===== src/rtl/hqc_keygen_out_streamer_pkg.sv =====
// ============================================================================
// hqc_keygen_out_streamer_pkg : parameter sets, sel/type codes, FSM states
// Revision: 1.0
// ============================================================================
`default_nettype none

package hqc_keygen_out_streamer_pkg;

  localparam int BEAT_W = 32;

  localparam logic [1:0] TYPE_X = 2'd0;
  localparam logic [1:0] TYPE_Y = 2'd1;
  localparam logic [1:0] TYPE_H = 2'd2;
  localparam logic [1:0] TYPE_S = 2'd3;

  typedef enum logic [1:0] {
    ST_IDLE = 2'd0,
    ST_RUN  = 2'd1,
    ST_FIN  = 2'd2
  } state_t;

  function automatic int hqc_n(input logic [47:0] ps);
    if (ps == "hqc256") return 57637;
    if (ps == "hqc192") return 35851;
    return 17669;
  endfunction

  function automatic int hqc_m(input logic [47:0] ps);
    if (ps == "hqc256" || ps == "hqc192") return 16;
    return 15;
  endfunction

  function automatic int hqc_weight(input logic [47:0] ps);
    if (ps == "hqc256") return 131;
    if (ps == "hqc192") return 100;
    return 66;
  endfunction

endpackage

`default_nettype wire


===== src/rtl/hqc_keygen_out_streamer_if.sv =====
// ============================================================================
// hqc_keygen_out_streamer_if : control, keygen memory port and beat stream
// Revision: 1.0
// ============================================================================
`default_nettype none

interface hqc_keygen_out_streamer_if
  import hqc_keygen_out_streamer_pkg::*;
#(
  parameter int MEM_WIDTH      = 128,
  parameter int OUT_ADDR_WIDTH = 8
);
  logic                      start;
  logic [1:0]                sel;
  logic                      busy;
  logic                      done;
  logic                      keygen_out_en;
  logic [1:0]                keygen_out_type;
  logic [OUT_ADDR_WIDTH-1:0] keygen_out_addr;
  logic [MEM_WIDTH-1:0]      keygen_out;
  logic                      m_valid;
  logic                      m_ready;
  logic [BEAT_W-1:0]         m_data;
  logic [3:0]                m_keep;
  logic                      m_last;

  modport master (
    input  start, sel, keygen_out, m_ready,
    output busy, done, keygen_out_en, keygen_out_type, keygen_out_addr,
           m_valid, m_data, m_keep, m_last
  );

  modport slave (
    output start, sel, keygen_out, m_ready,
    input  busy, done, keygen_out_en, keygen_out_type, keygen_out_addr,
           m_valid, m_data, m_keep, m_last
  );
endinterface

`default_nettype wire


===== src/rtl/hqc_out_skid_fifo.sv =====
// ============================================================================
// hqc_out_skid_fifo : 2-entry word FIFO with occupancy output
// Revision: 1.0
// ============================================================================
`default_nettype none

module hqc_out_skid_fifo #(
  parameter int WIDTH = 128
) (
  input  wire logic             clk,
  input  wire logic             rst,
  input  wire logic             push,
  input  wire logic [WIDTH-1:0] din,
  input  wire logic             pop,
  output logic      [WIDTH-1:0] dout,
  output logic      [1:0]       count
);

  logic [WIDTH-1:0] mem_q [2];
  logic [WIDTH-1:0] mem_d [2];
  logic             wr_ptr_q, wr_ptr_d;
  logic             rd_ptr_q, rd_ptr_d;
  logic [1:0]       count_q, count_d;

  always_comb begin
    mem_d    = mem_q;
    wr_ptr_d = wr_ptr_q ^ push;
    rd_ptr_d = rd_ptr_q ^ pop;
    count_d  = count_q + {1'b0, push} - {1'b0, pop};
    if (push) mem_d[wr_ptr_q] = din;
  end

  always_ff @(posedge clk) begin
    if (!rst) begin
      mem_q    <= '{default: '0};
      wr_ptr_q <= 1'b0;
      rd_ptr_q <= 1'b0;
      count_q  <= 2'd0;
    end else begin
      mem_q    <= mem_d;
      wr_ptr_q <= wr_ptr_d;
      rd_ptr_q <= rd_ptr_d;
      count_q  <= count_d;
    end
  end

  assign dout  = mem_q[rd_ptr_q];
  assign count = count_q;

endmodule

`default_nettype wire


===== src/rtl/hqc_keygen_out_streamer.sv =====
// ============================================================================
// hqc_keygen_out_streamer : keygen result memory to 32-bit valid/ready stream
// Revision: 1.0
// ============================================================================
`default_nettype none

module hqc_keygen_out_streamer
  import hqc_keygen_out_streamer_pkg::*;
#(
  parameter logic [47:0] parameter_set  = "hqc128",
  parameter int          N              = hqc_n(parameter_set),
  parameter int          M              = hqc_m(parameter_set),
  parameter int          WEIGHT         = hqc_weight(parameter_set),
  parameter int          MEM_WIDTH      = 128,
  parameter int          OUT_ADDR_WIDTH =
    $clog2((N + (MEM_WIDTH - N % MEM_WIDTH) % MEM_WIDTH) / MEM_WIDTH)
) (
  input wire logic clk,
  input wire logic rst,
  hqc_keygen_out_streamer_if.master bus
);

  localparam int N_B        = N + (8 - N % 8) % 8;
  localparam int N_MEM      = N + (MEM_WIDTH - N % MEM_WIDTH) % MEM_WIDTH;
  localparam int WORDS      = N_MEM / MEM_WIDTH;
  localparam int BYTES      = N_B / 8;
  localparam int BEATS_PW   = MEM_WIDTH / BEAT_W;
  localparam int LB         = BYTES - (WORDS - 1) * (MEM_WIDTH / 8);
  localparam int LAST_BEATS = (LB + 3) / 4;
  localparam int LAST_LANES = (LB - 1) % 4 + 1;
  localparam logic [3:0] LAST_KEEP = 4'(4'hF << (4 - LAST_LANES));
  localparam int MAX_READS  = (WORDS > WEIGHT) ? WORDS : WEIGHT;
  localparam int CNT_W      = $clog2(MAX_READS + 1);
  localparam int LEFT_W     = $clog2(BEATS_PW + 1);

  state_t                    state_q;
  logic                      busy_q, done_q;
  logic [1:0]                type_q;

  logic                      en_q, en_d;
  logic [OUT_ADDR_WIDTH-1:0] addr_q, addr_d;
  logic                      vld_q, vld_d;
  logic [CNT_W-1:0]          rd_cnt_q, rd_cnt_d;
  logic [CNT_W-1:0]          ld_cnt_q, ld_cnt_d;
  logic                      spl_valid_q, spl_valid_d;
  logic [MEM_WIDTH-1:0]      spl_word_q, spl_word_d;
  logic [LEFT_W-1:0]         spl_left_q, spl_left_d;
  logic                      spl_final_q, spl_final_d;

  logic                      dense;
  logic                      accept;
  logic [CNT_W-1:0]          total;
  logic [MEM_WIDTH-1:0]      word_fmt;
  logic [MEM_WIDTH-1:0]      fifo_dout;
  logic [1:0]                fifo_cnt, fifo_cnt_next;
  logic                      fifo_push, fifo_pop;
  logic                      hs, spl_take, bypass, credit_ok, issue, last_beat;

  assign dense  = type_q[1];
  assign accept = (state_q == ST_IDLE) && bus.start;
  assign total  = dense ? CNT_W'(WORDS) : CNT_W'(WEIGHT);

  // Words are formatted once on arrival, so the FIFO and splitter only shift.
  always_comb begin
    word_fmt = '0;
    if (dense) begin
      for (int k = 0; k < MEM_WIDTH / 8; k++) begin
        word_fmt[8*k +: 8] = bus.keygen_out[MEM_WIDTH-8*k-1 -: 8];
      end
    end else begin
      word_fmt[MEM_WIDTH-1 -: BEAT_W] = BEAT_W'(bus.keygen_out[M-1:0]);
    end
  end

  assign hs        = spl_valid_q && bus.m_ready;
  assign last_beat = spl_valid_q && spl_final_q && (spl_left_q == LEFT_W'(1));
  assign spl_take  = (!spl_valid_q || (hs && spl_left_q == LEFT_W'(1)))
                     && ((fifo_cnt != 2'd0) || vld_q);
  assign bypass    = spl_take && (fifo_cnt == 2'd0);
  assign fifo_pop  = spl_take && (fifo_cnt != 2'd0);
  assign fifo_push = vld_q && !bypass;

  // Credit counts next-cycle occupancy plus the read whose data lands next cycle,
  // so a full stall from here on still fits both returning words.
  assign fifo_cnt_next = fifo_cnt + {1'b0, fifo_push} - {1'b0, fifo_pop};
  assign credit_ok     = ({1'b0, fifo_cnt_next} + {2'b0, en_q}) < 3'd2;
  assign issue         = (state_q == ST_RUN) && (rd_cnt_q < total) && credit_ok;

  hqc_out_skid_fifo #(
    .WIDTH (MEM_WIDTH)
  ) u_fifo (
    .clk   (clk),
    .rst   (rst),
    .push  (fifo_push),
    .din   (word_fmt),
    .pop   (fifo_pop),
    .dout  (fifo_dout),
    .count (fifo_cnt)
  );

  always_ff @(posedge clk) begin
    if (!rst) begin
      state_q <= ST_IDLE;
      busy_q  <= 1'b0;
      done_q  <= 1'b0;
      type_q  <= TYPE_X;
    end else begin
      done_q <= 1'b0;
      case (state_q)
        ST_IDLE: begin
          if (bus.start) begin
            state_q <= ST_RUN;
            busy_q  <= 1'b1;
            type_q  <= bus.sel;
          end
        end
        ST_RUN: begin
          if (hs && last_beat) begin
            state_q <= ST_FIN;
            busy_q  <= 1'b0;
            done_q  <= 1'b1;
          end
        end
        ST_FIN:  state_q <= ST_IDLE;
        default: state_q <= ST_IDLE;
      endcase
    end
  end

  always_comb begin
    en_d        = 1'b0;
    addr_d      = addr_q;
    vld_d       = en_q;
    rd_cnt_d    = rd_cnt_q;
    ld_cnt_d    = ld_cnt_q;
    spl_valid_d = spl_valid_q;
    spl_word_d  = spl_word_q;
    spl_left_d  = spl_left_q;
    spl_final_d = spl_final_q;

    if (accept) begin
      en_d     = 1'b1;
      addr_d   = '0;
      rd_cnt_d = CNT_W'(1);
      ld_cnt_d = '0;
    end else if (issue) begin
      en_d     = 1'b1;
      addr_d   = OUT_ADDR_WIDTH'(rd_cnt_q);
      rd_cnt_d = rd_cnt_q + CNT_W'(1);
    end

    if (spl_take) begin
      spl_valid_d = 1'b1;
      spl_word_d  = bypass ? word_fmt : fifo_dout;
      spl_final_d = (ld_cnt_q == total - CNT_W'(1));
      ld_cnt_d    = ld_cnt_q + CNT_W'(1);
      if (!dense)           spl_left_d = LEFT_W'(1);
      else if (spl_final_d) spl_left_d = LEFT_W'(LAST_BEATS);
      else                  spl_left_d = LEFT_W'(BEATS_PW);
    end else if (hs) begin
      if (spl_left_q == LEFT_W'(1)) begin
        spl_valid_d = 1'b0;
      end else begin
        spl_word_d = spl_word_q << BEAT_W;
        spl_left_d = spl_left_q - LEFT_W'(1);
      end
    end
  end

  always_ff @(posedge clk) begin
    if (!rst) begin
      en_q        <= 1'b0;
      addr_q      <= '0;
      vld_q       <= 1'b0;
      rd_cnt_q    <= '0;
      ld_cnt_q    <= '0;
      spl_valid_q <= 1'b0;
      spl_word_q  <= '0;
      spl_left_q  <= '0;
      spl_final_q <= 1'b0;
    end else begin
      en_q        <= en_d;
      addr_q      <= addr_d;
      vld_q       <= vld_d;
      rd_cnt_q    <= rd_cnt_d;
      ld_cnt_q    <= ld_cnt_d;
      spl_valid_q <= spl_valid_d;
      spl_word_q  <= spl_word_d;
      spl_left_q  <= spl_left_d;
      spl_final_q <= spl_final_d;
    end
  end

  assign bus.busy            = busy_q;
  assign bus.done            = done_q;
  assign bus.keygen_out_en   = en_q;
  assign bus.keygen_out_type = type_q;
  assign bus.keygen_out_addr = addr_q;
  assign bus.m_valid         = spl_valid_q;
  assign bus.m_data          = spl_valid_q ? spl_word_q[MEM_WIDTH-1 -: BEAT_W] : '0;
  assign bus.m_last          = last_beat;
  assign bus.m_keep          = !spl_valid_q          ? 4'h0 :
                               (last_beat && dense) ? LAST_KEEP : 4'hF;

endmodule

`default_nettype wire


===== src/flat_wrapper.sv =====
// flat-port wrapper written by rule: the top's interface ports become plain ports
module hqc_keygen_out_streamer_flat import hqc_keygen_out_streamer_pkg::*;
#(
  parameter logic [47:0] parameter_set  = "      ",
  parameter int          N              = hqc_n(parameter_set),
  parameter int          M              = hqc_m(parameter_set),
  parameter int          WEIGHT         = hqc_weight(parameter_set),
  parameter int          MEM_WIDTH      = 128,
  parameter int          OUT_ADDR_WIDTH =
    $clog2((N + (MEM_WIDTH - N % MEM_WIDTH) % MEM_WIDTH) / MEM_WIDTH)
)
  (clk, rst, bus_start, bus_sel, bus_keygen_out, bus_m_ready, bus_busy, bus_done, bus_keygen_out_en, bus_keygen_out_type, bus_keygen_out_addr, bus_m_valid, bus_m_data, bus_m_keep, bus_m_last);
  hqc_keygen_out_streamer_if #(.MEM_WIDTH(MEM_WIDTH), .OUT_ADDR_WIDTH(OUT_ADDR_WIDTH)) bus_i ();
  input wire logic clk;
  input wire logic rst;
  input wire logic [$bits(bus_i.start)-1:0] bus_start;
  input wire logic [$bits(bus_i.sel)-1:0] bus_sel;
  input wire logic [$bits(bus_i.keygen_out)-1:0] bus_keygen_out;
  input wire logic [$bits(bus_i.m_ready)-1:0] bus_m_ready;
  output wire logic [$bits(bus_i.busy)-1:0] bus_busy;
  output wire logic [$bits(bus_i.done)-1:0] bus_done;
  output wire logic [$bits(bus_i.keygen_out_en)-1:0] bus_keygen_out_en;
  output wire logic [$bits(bus_i.keygen_out_type)-1:0] bus_keygen_out_type;
  output wire logic [$bits(bus_i.keygen_out_addr)-1:0] bus_keygen_out_addr;
  output wire logic [$bits(bus_i.m_valid)-1:0] bus_m_valid;
  output wire logic [$bits(bus_i.m_data)-1:0] bus_m_data;
  output wire logic [$bits(bus_i.m_keep)-1:0] bus_m_keep;
  output wire logic [$bits(bus_i.m_last)-1:0] bus_m_last;
  assign bus_i.start = bus_start;
  assign bus_i.sel = bus_sel;
  assign bus_i.keygen_out = bus_keygen_out;
  assign bus_i.m_ready = bus_m_ready;
  assign bus_busy = bus_i.busy;
  assign bus_done = bus_i.done;
  assign bus_keygen_out_en = bus_i.keygen_out_en;
  assign bus_keygen_out_type = bus_i.keygen_out_type;
  assign bus_keygen_out_addr = bus_i.keygen_out_addr;
  assign bus_m_valid = bus_i.m_valid;
  assign bus_m_data = bus_i.m_data;
  assign bus_m_keep = bus_i.m_keep;
  assign bus_m_last = bus_i.m_last;
  hqc_keygen_out_streamer #(.parameter_set(parameter_set), .N(N), .M(M), .WEIGHT(WEIGHT), .MEM_WIDTH(MEM_WIDTH), .OUT_ADDR_WIDTH(OUT_ADDR_WIDTH)) u_core (.clk(clk), .rst(rst), .bus(bus_i));
endmodule

===== config.mk =====
export PLATFORM = sky130hd
export DESIGN_NAME = hqc_keygen_out_streamer_flat
export DESIGN_NICKNAME = d
export VERILOG_FILES = /design/src/rtl/hqc_keygen_out_streamer_pkg.sv /design/src/rtl/hqc_keygen_out_streamer_if.sv /design/src/rtl/hqc_out_skid_fifo.sv /design/src/rtl/hqc_keygen_out_streamer.sv /design/src/flat_wrapper.sv
export SDC_FILE = /design/constraint.sdc
export NUM_CORES = 1
export LEC_CHECK = 0
export CAP_MARGIN = 20
export CORE_ASPECT_RATIO = 0.5
export CORE_MARGIN = 4
export CORE_UTILIZATION = 55
export DETAILED_ROUTE_END_ITERATION = 10
export PLACE_DENSITY = 0.79
export SLEW_MARGIN = 10
export SYNTH_ARGS = -nofsm -noshare
export SYNTH_HDL_FRONTEND = slang
export SYNTH_SLANG_ARGS = --single-unit

===== constraint.sdc =====
create_clock -name clk -period 7.5 [get_ports clk]
set_input_delay 0.75 -clock clk [delete_from_list [all_inputs] [get_ports clk]]
set_output_delay 0.75 -clock clk [all_outputs]
set_load 0.01 [all_outputs]

==> impl_metrics.json, run 1 <==
{
  "status": "finished clean",
  "ys.flop_type": "dfxtp_1",
  "async_reset_ff_share_pct": 0,
  "cts-resized-gates": 0,
  "path_max_fanout": 48,
  "place_congestion": 0.816,
  "core_um2": 35000,
  "post-route-period-util_pct": 52.0,
  "synthToLayoutAreaGrowth_pct": 15.8,
  "vias_per_cell": 6.02,
  "path_cells": "and2_1 > buf_4 > o21ai_0 > ha_1 > inv_1 > ha_1 > xnor3_1 > nand4_2 > a21oi_1 > buf_4 > mux2i_1",
  "cap_violations": 0,
  "die-area_um2": 39400,
  "p_per_area_nw_per_um2": 307,
  "start_util_pct": 56.7,
  "required_ps": 7970,
  "first_pass_iters": 8,
  "cts_sinks": 425,
  "ys_seq_area_share_pct": 42.9,
  "worst-endpoint-arrival_ps": 4370,
  "rows": 48,
  "clock.fmax_ghz": 0.256,
  "reg2reg_depth": 11,
  "overflow": 0,
  "synth.avg_cell_area_um2": 9.06,
  "io_pins": 185,
  "vias": 16421,
  "relSlewSlack_pct": 25.3,
  "h-tree-depth": 2,
  "worst_hold_path_type": "register to register",
  "r2r-start": "u_core.bus.m_valid",
  "min_period_ps": 3900,
  "r2r_end": "u_core.bus.keygen_out_addr[1]",
  "post_cts_buffers": 0,
  "cp_slowest_stage_delay_ps": 1000,
  "antenna_found_initial": 0,
  "setup_viol": 0,
  "p_leak_nw": 7.73,
  "critPathCaptureType": "register",
  "cts_buffer_depth": 3,
  "synth_edf_count": 0,
  "cts_tree": "done",
  "finalMaxSlewViolations": 0,
  "drive_above_1_share_pct": 9.10,
  "yosys_warnings": 0,
  "rsz0062_at_grt": "no",
  "synthCells": 2189,
  "finalPower_mw": 7.06,
  "crit_start": "u_core.bus.m_valid",
  "fillers": 2751,
  "synth.distinct_cells": 58,
  "hpwlAfterDp_mm": 32.6,
  "grt_pass1_wl_mm": 85.1,
  "synthTopCellsByArea": "dfxtp_1, mux2i_1, mux2_2, nor2_1, and2_1",
  "numCtsBuffers": 39,
  "grt_pass1_vias": 15266,
  "track_usage_pct": 26.1,
  "ir_drop_v": 0.000267,
  "hold_depth": 2,
  "die_w_um": 277,
  "final_nets": 2369,
  "grt_start_max_net_pins": 211,
  "rrSetupSlack_ps": 3600,
  "clk_latency_ps": 550,
  "crit_slowest_cell": "dfxtp_2",
  "fp.dieH_um": 142,
  "synth_area_leader_cell": "dfxtp_1",
  "start_kind": "register",
  "portBuffers": 184,
  "worst_pin_slew_ps": 1120,
  "hold_buffers": 0,
  "drc": 0,
  "wirelength_mm": 54.0,
  "clk_pin_slew_ps": 70,
  "wl_per_cell_um": 19.8,
  "drt-initial-drc-count": 1959,
  "cts_root_buffer": "clkbuf_16",
  "skew_ps": 18.8,
  "diodes": 0,
  "tns_ps": 0,
  "endpoint": "u_core.bus.keygen_out_addr[1]",
  "synth_seq_cells": 425,
  "synth_area_um2": 19800,
  "critical_path_class": "register to register",
  "hold_violations": 0,
  "synth_top_area_share_pct": 42.9,
  "synthesis.nets": 2334,
  "antenna_violating_nets_post_route": 0
}
## cells in the mapped netlist (55+ instances only)
cell      instances
nand3_1          90
mux2_2           71
clkbuf_1        144
and2_1          109
nor2_1          192
nand2b_1         87
o21ai_0         133
dfxtp_1         425
a221oi_1         55
o22ai_1          70
a21oi_1         130
mux2i_1         228
inv_1            97
## worst min-delay path by stage
| stage | start | end | slack (ps) |
|---|---|---|---|
| final | u_core.spl_word_q[111] | u_core.spl_word_q[111] | 460 |
| after floorplan | u_core.spl_final_q | u_core.spl_final_q | 430 |
| after global placement | u_core.spl_final_q | u_core.spl_final_q | 440 |
| after CTS | u_core.spl_word_q[111] | u_core.spl_word_q[111] | 460 |
| after global routing | u_core.spl_word_q[90] | u_core.spl_word_q[90] | 470 |
| after detailed placement | u_core.spl_word_q[111] | u_core.spl_word_q[111] | 450 |
## cell families after synthesis
logic type | after synthesis | synth area share, %
muxes | 299 | 15.5
xor gates and xnor gates | 6 | 0.334
buffers and inverters | 308 | 6.44
and+or+nand+nor | 567 | 14.5
AOI/OAI and AO/OA | 573 | 19.6
DFF | 425 | 42.9
adders and majority gates | 11 | 0.694
## power by group
part	internal [mW]	total, mW	switching [mW]
Clock	1.23	2.11	0.885
Sequential	2.55	2.81	0.264
Combinational	0.824	2.13	1.31
Total	4.60	7.06	2.46
## sequential cells by signal (all words and copies together) (netlist names), 2 cells and up
register,cells
u_core.spl_left_q,3
u_core.u_fifo.mem_q,256
u_core.bus.keygen_out_type,2
u_core.spl_word_q,128
u_core.bus.keygen_out_addr,8
u_core.state_q,2
u_core.rd_cnt_q,8
u_core.ld_cnt_q,8
u_core.u_fifo.count,2
## layout by cell type, fill, tap and decap left out, types with 11 or more instances in the layout
cell,Yosys,layout
mux2i_1,228,228
a211o_1,32,32
nand3_1,90,89
o22ai_1,70,70
o2bb2ai_1,11,11
a221oi_1,55,55
dfxtp_1,425,422
nor2_1,192,191
a21oi_1,130,130
clkbuf_16,0,41
and2_1,109,109
a221oi_2,30,30
a31oi_1,43,43
nand2b_1,87,87
clkdlybuf4s50_1,0,183
mux2_2,71,71
a22o_1,15,15
a211oi_1,38,38
o21ai_0,133,133
nand2_1,54,52
buf_4,6,18
inv_1,97,96
## metal layers
layer	routed length, µm	vias to the layer above	track usage [%]	part of all wire, %
met5	0	-	0	0
met4	1150	0	6.57	2.1
met3	3600	74	4.36	6.7
met2	24300	556	40.5	45
met1	24900	7934	38.1	46
li1	-	7857	-	-
## area by class of cell
type / count / area [µm²] / share of cell area (%)
multi-input combinational: 1456 / 10100 / 44.0
inverter: 97 / 372 / 1.62
clock inverter: 14 / 176 / 0.768
sequential: 425 / 8520 / 37.1
tap: 475 / 594 / 2.59
timing repair buffer: 205 / 2030 / 8.85
clock buffer: 56 / 1170 / 5.10
## worst max-delay path, delay by kind of cell, from the launching register on
family                     cells  cell delay [ps]
and+or+nand+nor                2              440
AOI/OAI and AO/OA              2              770
adders and majority gates      2              490
buffers and inverters          3              660
DFF                            1             1000
muxes                          1              190
xor gates and xnor gates       1              240
## per-stage QoR
stage	util, %	instances	hold slack (ps)	worst slack (ps)	cell area (µm²)
final	65.6	2728	456	3600	23000
after global routing	65.6	2728	471	3260	23000
after CTS	65.6	2727	456	3340	23000
after detailed placement	61.7	2657	446	2910	21600
after global placement	61.7	2657	441	3070	21600
after floorplan	-	2189	432	4410	19800
Power figures use the tool's default switching activity.
==> inputs of run 2 (changes only) <==
==> constraint.sdc (replaced) <==
create_clock -name clk -period 4 [get_ports clk]
set_input_delay 0.4 -clock clk [delete_from_list [all_inputs] [get_ports clk]]
set_output_delay 0.4 -clock clk [all_outputs]
set_load 0.01 [all_outputs]
==> impl_metrics.json, run 2 (synthesized netlist as in run 1, its figures left out) <==
{
  "status": "finished clean",
  "hold_violations": 0,
  "skew_ps": 20.2,
  "first_pass_iters": 5,
  "clk_latency_ps": 550,
  "cts_buffer_depth": 3,
  "seq_power_share_pct": 39.4,
  "regMostFlops": "u_core.u_fifo.mem_q",
  "min_from": "rst",
  "vias_per_cell": 6.04,
  "p_clk_share_pct": 29.8,
  "grt_pass1_wl_mm": 85.2,
  "swShare_pct": 34.8,
  "clock.fmax_ghz": 0.321,
  "crit_buf_inv": 2,
  "rrSetupSlack_ps": 1180,
  "cts-resized-gates": 0,
  "required_ps": 3600,
  "cts_tree": "done",
  "post_cts_buffers": 0,
  "worst_pin_slew_ps": 946,
  "rsz0062_at_grt": "no",
  "synthToLayoutAreaGrowth_pct": 16.4,
  "p_per_area_nw_per_um2": 576,
  "post-route-period-util_pct": 77.9,
  "layout_common_cells": "dfxtp_1, mux2i_1, nor2_1",
  "core_um2": 35000,
  "hold_buffers": 0,
  "rows": 48,
  "path_cells": "buf_12 > a21boi_0 > clkdlybuf4s50_1",
  "clk_pin_slew_ps": 60,
  "p_comb_share_pct": 30.8,
  "cp_slowest_stage_delay_ps": 780,
  "tns_ps": 0,
  "cap_violations": 0,
  "io_pins": 185,
  "finalMaxSlewViolations": 0,
  "setup_viol": 0,
  "largest_register_ffs": 256,
  "vias": 16515,
  "regArea_um2": 8520,
  "reg2reg_depth": 12,
  "relSlewSlack_pct": 37.0,
  "mostFrequentLayoutCell": "dfxtp_1",
  "drt-initial-drc-count": 1652,
  "place_congestion": 0.829,
  "antenna_violating_nets_post_route": 0,
  "p_sw_mw": 4.63,
  "multi_input_area_um2": 10100,
  "drive_above_1_share_pct": 9.34,
  "h-tree-depth": 2,
  "numCtsBuffers": 39,
  "start_util_pct": 56.7,
  "final_area_um2": 23100,
  "ir_drop_v": 0.000376,
  "critical_path_class": "register to primary output",
  "cts_root_buffer": "clkbuf_16",
  "path_max_fanout": 147,
  "diodes": 0,
  "crit_slowest_cell": "dfxtp_4",
  "grt_pass1_vias": 15536,
  "die_w_um": 277,
  "reg_top3": "u_core.u_fifo.mem_q x256, u_core.spl_word_q x128",
  "hpwlAfterDp_mm": 33.1,
  "die-area_um2": 39400,
  "portBuffers": 184,
  "min_to": "u_core.bus.keygen_out_type[1]",
  "r2r_end": "u_core.bus.keygen_out_addr[6]",
  "antenna_found_initial": 2,
  "min_period_ps": 3120,
  "final_nets": 2375,
  "p_leak_nw": 7.77,
  "hold_depth": 3,
  "dpl-instance-area_um2": 21700,
  "wirelength_mm": 54.2,
  "cts_sinks": 425,
  "fp.dieH_um": 142,
  "drc": 0,
  "start_kind": "register",
  "critPathCaptureType": "primary output",
  "fillers": 2863,
  "r2r-start": "u_core.spl_left_q[0]",
  "p_int_mw": 8.68,
  "grt_start_max_net_pins": 200,
  "cpLargestDelayFamily": "buffers and inverters",
  "worst-endpoint-arrival_ps": 2720,
  "track_usage_pct": 26.3,
  "overflow": 0,
  "worst_hold_path_type": "input pin to register",
  "wl_per_cell_um": 19.8
}
-- run 2: per-layer routing --
metal,routed length (µm),vias up,global-route usage (%)
met5,22,-,0
met4,1320,4,7.19
met2,24700,555,42.0
li1,-,7882,-
met1,24100,7976,36.7
met3,4030,98,5.49
-- run 2: power by group through the flow --
stage | Sequential (mW) | Clock, mW | Combinational (mW)
global placement | 5.29 | 0 | 3.98
floorplan | 5.05 | 0 | 2.99
global route | 5.29 | 4.19 | 4.40
CTS | 5.22 | 4.01 | 4.06
detailed placement | 5.31 | 0 | 4.03
finish | 5.25 | 3.96 | 4.10
-- run 2: how the worst max path moves through the flow --
stage                                  startpoint                 end  slack (ps)  depth (start not counted)
finish              u_core.bus.keygen_out_type[1]       bus_m_keep[2]         880                          3
global route        u_core.bus.keygen_out_type[1]       bus_m_keep[2]         660                          3
CTS                 u_core.bus.keygen_out_type[1]       bus_m_keep[2]         770                          3
detailed placement                    bus_m_ready  u_core.rd_cnt_q[3]         760                         11
global placement                      bus_m_ready  u_core.rd_cnt_q[3]         820                         11
floorplan                    u_core.spl_left_q[1]  u_core.rd_cnt_q[3]        1060                         14
-- run 2: cell type report --
| cell class | count | area share (%) |
|---|---|---|
| tap | 475 | 2.57 |
| multi-input combinational | 1456 | 43.8 |
| clock buffer | 53 | 4.90 |
| timing repair buffer | 211 | 9.32 |
| inverter | 97 | 1.61 |
| sequential | 425 | 36.9 |
| clock inverter | 17 | 0.932 |
-- run 2: per-stage QoR --
| step | cells | hold slack (ps) | power, mW | worst slack [ps] | util (%) |
|---|---|---|---|---|---|
| final | 2734 | 410 | 13.3 | 884 | 65.9 |
| after global routing | 2734 | 444 | 13.9 | 660 | 65.9 |
| after CTS | 2733 | 405 | 13.3 | 771 | 65.9 |
| after detailed placement | 2663 | 447 | 9.33 | 761 | 62.1 |
| after global placement | 2663 | 440 | 9.28 | 816 | 62.1 |
| after floorplan | 2189 | 432 | 8.04 | 1060 | - |
-- run 2: worst register-to-register path: stages (launching register included) --
cell      delay (ps)
dfxtp_1          380
ha_1             240
nand3b_4         160
and2_1           210
o21ai_0          240
ha_1             280
inv_1             60
ha_1             230
nand2_1           80
nand4_2          240
a21oi_1          200
buf_4            230
mux2i_1          210
==> inputs of run 3 (changes only) <==
--- a/config.mk
+++ b/config.mk
@@ -8,9 +8,9 @@
 export CAP_MARGIN = 20
 export CORE_ASPECT_RATIO = 0.5
 export CORE_MARGIN = 4
-export CORE_UTILIZATION = 55
+export CORE_UTILIZATION = 52
 export DETAILED_ROUTE_END_ITERATION = 10
-export PLACE_DENSITY = 0.79
+export PLACE_DENSITY = 0.78
 export SLEW_MARGIN = 10
 export SYNTH_ARGS = -nofsm -noshare
 export SYNTH_HDL_FRONTEND = slang
==> constraint.sdc (replaced) <==
create_clock -name clk -period 2.7 [get_ports clk]
set_input_delay 0.27 -clock clk [delete_from_list [all_inputs] [get_ports clk]]
set_output_delay 0.27 -clock clk [all_outputs]
set_load 0.01 [all_outputs]
==> impl_metrics.json, run 3 (synthesized netlist as in run 1, its figures left out) <==
{
  "hold_slack_ps": 202,
  "crit_start": "u_core.bus.m_valid",
  "min_period_ps": 2640,
  "rows": 50,
  "vias": 16511,
  "drt-initial-drc-count": 1514,
  "cts_tree": "done",
  "grt_pass1_wl_mm": 85.5,
  "drc": 0,
  "finalMaxSlewViolations": 0,
  "critPathCaptureType": "primary output",
  "grt_start_max_net_pins": 142,
  "fillers": 3067,
  "start_kind": "register",
  "p_leak_nw": 7.96,
  "clk_latency_ps": 550,
  "hold_buffers": 0,
  "start_util_pct": 52.8,
  "first_pass_iters": 7,
  "antenna_found_initial": 1,
  "synthToLayoutAreaGrowth_pct": 18.7,
  "numCtsBuffers": 38,
  "r2r-start": "u_core.spl_left_q[0]",
  "core_um2": 37500,
  "reg_top3": "u_core.u_fifo.mem_q x256, u_core.spl_word_q x128",
  "track_usage_pct": 24.8,
  "setup_slack_ps": 60.0,
  "hpwlAfterDp_mm": 34.8,
  "h-tree-depth": 2,
  "wl_per_cell_um": 19.6,
  "ir_drop_v": 0.000583,
  "regMostFlops": "u_core.u_fifo.mem_q",
  "path_max_fanout": 29,
  "place_congestion": 0.836,
  "io_pins": 185,
  "dp_slack_ps": -150,
  "required_ps": 2430,
  "die_w_um": 284,
  "min_from": "rst",
  "status": "finished clean",
  "overflow": 0,
  "fp.dieH_um": 146,
  "clock.fmax_ghz": 0.379,
  "layout_common_cells": "dfxtp_1, mux2i_1, nor2_1",
  "cts_sinks": 425,
  "clk_pin_slew_ps": 60,
  "worst_pin_slew_ps": 1010,
  "drive_above_1_share_pct": 10.8,
  "cts_root_buffer": "clkbuf_16",
  "final_nets": 2402,
  "antenna_violating_nets_post_route": 0,
  "regArea_um2": 8520,
  "wirelength_mm": 54.4,
  "setup_viol": 0,
  "vias_per_cell": 5.94,
  "fin_util_pct": 62.7,
  "post-route-period-util_pct": 97.8,
  "hold_violations": 0,
  "worst_hold_path_type": "input pin to register",
  "p_per_area_nw_per_um2": 848,
  "relSlewSlack_pct": 32.2,
  "cap_violations": 0,
  "cts_buffer_depth": 3,
  "mostFrequentLayoutCell": "dfxtp_1",
  "grt_pass1_vias": 15543,
  "critical_path_class": "register to primary output",
  "die-area_um2": 41500,
  "largest_register_ffs": 256,
  "portBuffers": 184,
  "skew_ps": 24.7,
  "worst-endpoint-arrival_ps": 2370,
  "multi_input_area_um2": 10200,
  "dp_cells": 2709,
  "diodes": 0,
  "fin_cells": 2779
}
-- run 3: cell types whose count changed in the layout (fill, tap and decap cells not counted), sizes merged --
cell,change
bufinv,-1
buf,+27
clkbuf,+2
clkinv,-3
clkinvlp,-1
inv,+1
nand4,+1
-- run 3: critical path: stages, from the launching register on --
cell and delay, ps:
dfxtp_2 430, buf_4 260, buf_4 320, and2_1 220, clkdlybuf4s50_1 590
-- run 3: final timing paths --
kind	end	slack [ps]	depth (start not counted)
worst max register to register	u_core.rd_cnt_q[7]	150	11
worst min-delay path	u_core.bus.keygen_out_type[1]	200	3
worst min register to register	u_core.spl_final_q	460	2
worst max-delay path	bus_m_data[9]	60	4
-- run 3: metal layers --
layer	routed length, µm	vias up	global-route usage (%)
li1	-	7934	-
met1	24800	8025	35.2
met2	24800	474	39.8
met3	3640	76	4.38
met4	1090	2	5.13
met5	13	-	0
-- run 3: layout make-up --
cell class	instances	area share [%]
inverters	97	1.58
multi-input cells	1457	43.2
clock buffers	55	4.87
well taps	494	2.63
flip-flops and latches	425	36.2
clock inverters	13	0.744
repair buffers	238	10.7
-- run 3: what timing repair did --
action | 4_1_cts | 5_1_grt
endpoints found under the setup margin | 2 | 15
resized for setup | 2 | 6
pin swaps | 0 | 1
cloned | 0 | 1
buffers inserted | 0 | 1
-- run 3: metrics by stage --
step | power (mW) | TNS [ps] | instance area, µm²
after floorplan | 11.9 | 0 | 19900
after global placement | 14.0 | -1330 | 22200
after detailed placement | 14.1 | -1780 | 22200
after CTS | 19.9 | 0 | 23500
after global routing | 20.8 | -35.1 | 23500
final | 20.0 | 0 | 23500
-- run 3: where the power goes --
| group | internal (mW) | switching (mW) | total [mW] |
|---|---|---|---|
| combinational | 2.62 | 3.83 | 6.45 |
| clock | 3.34 | 2.45 | 5.79 |
| sequential | 7.08 | 0.647 | 7.73 |
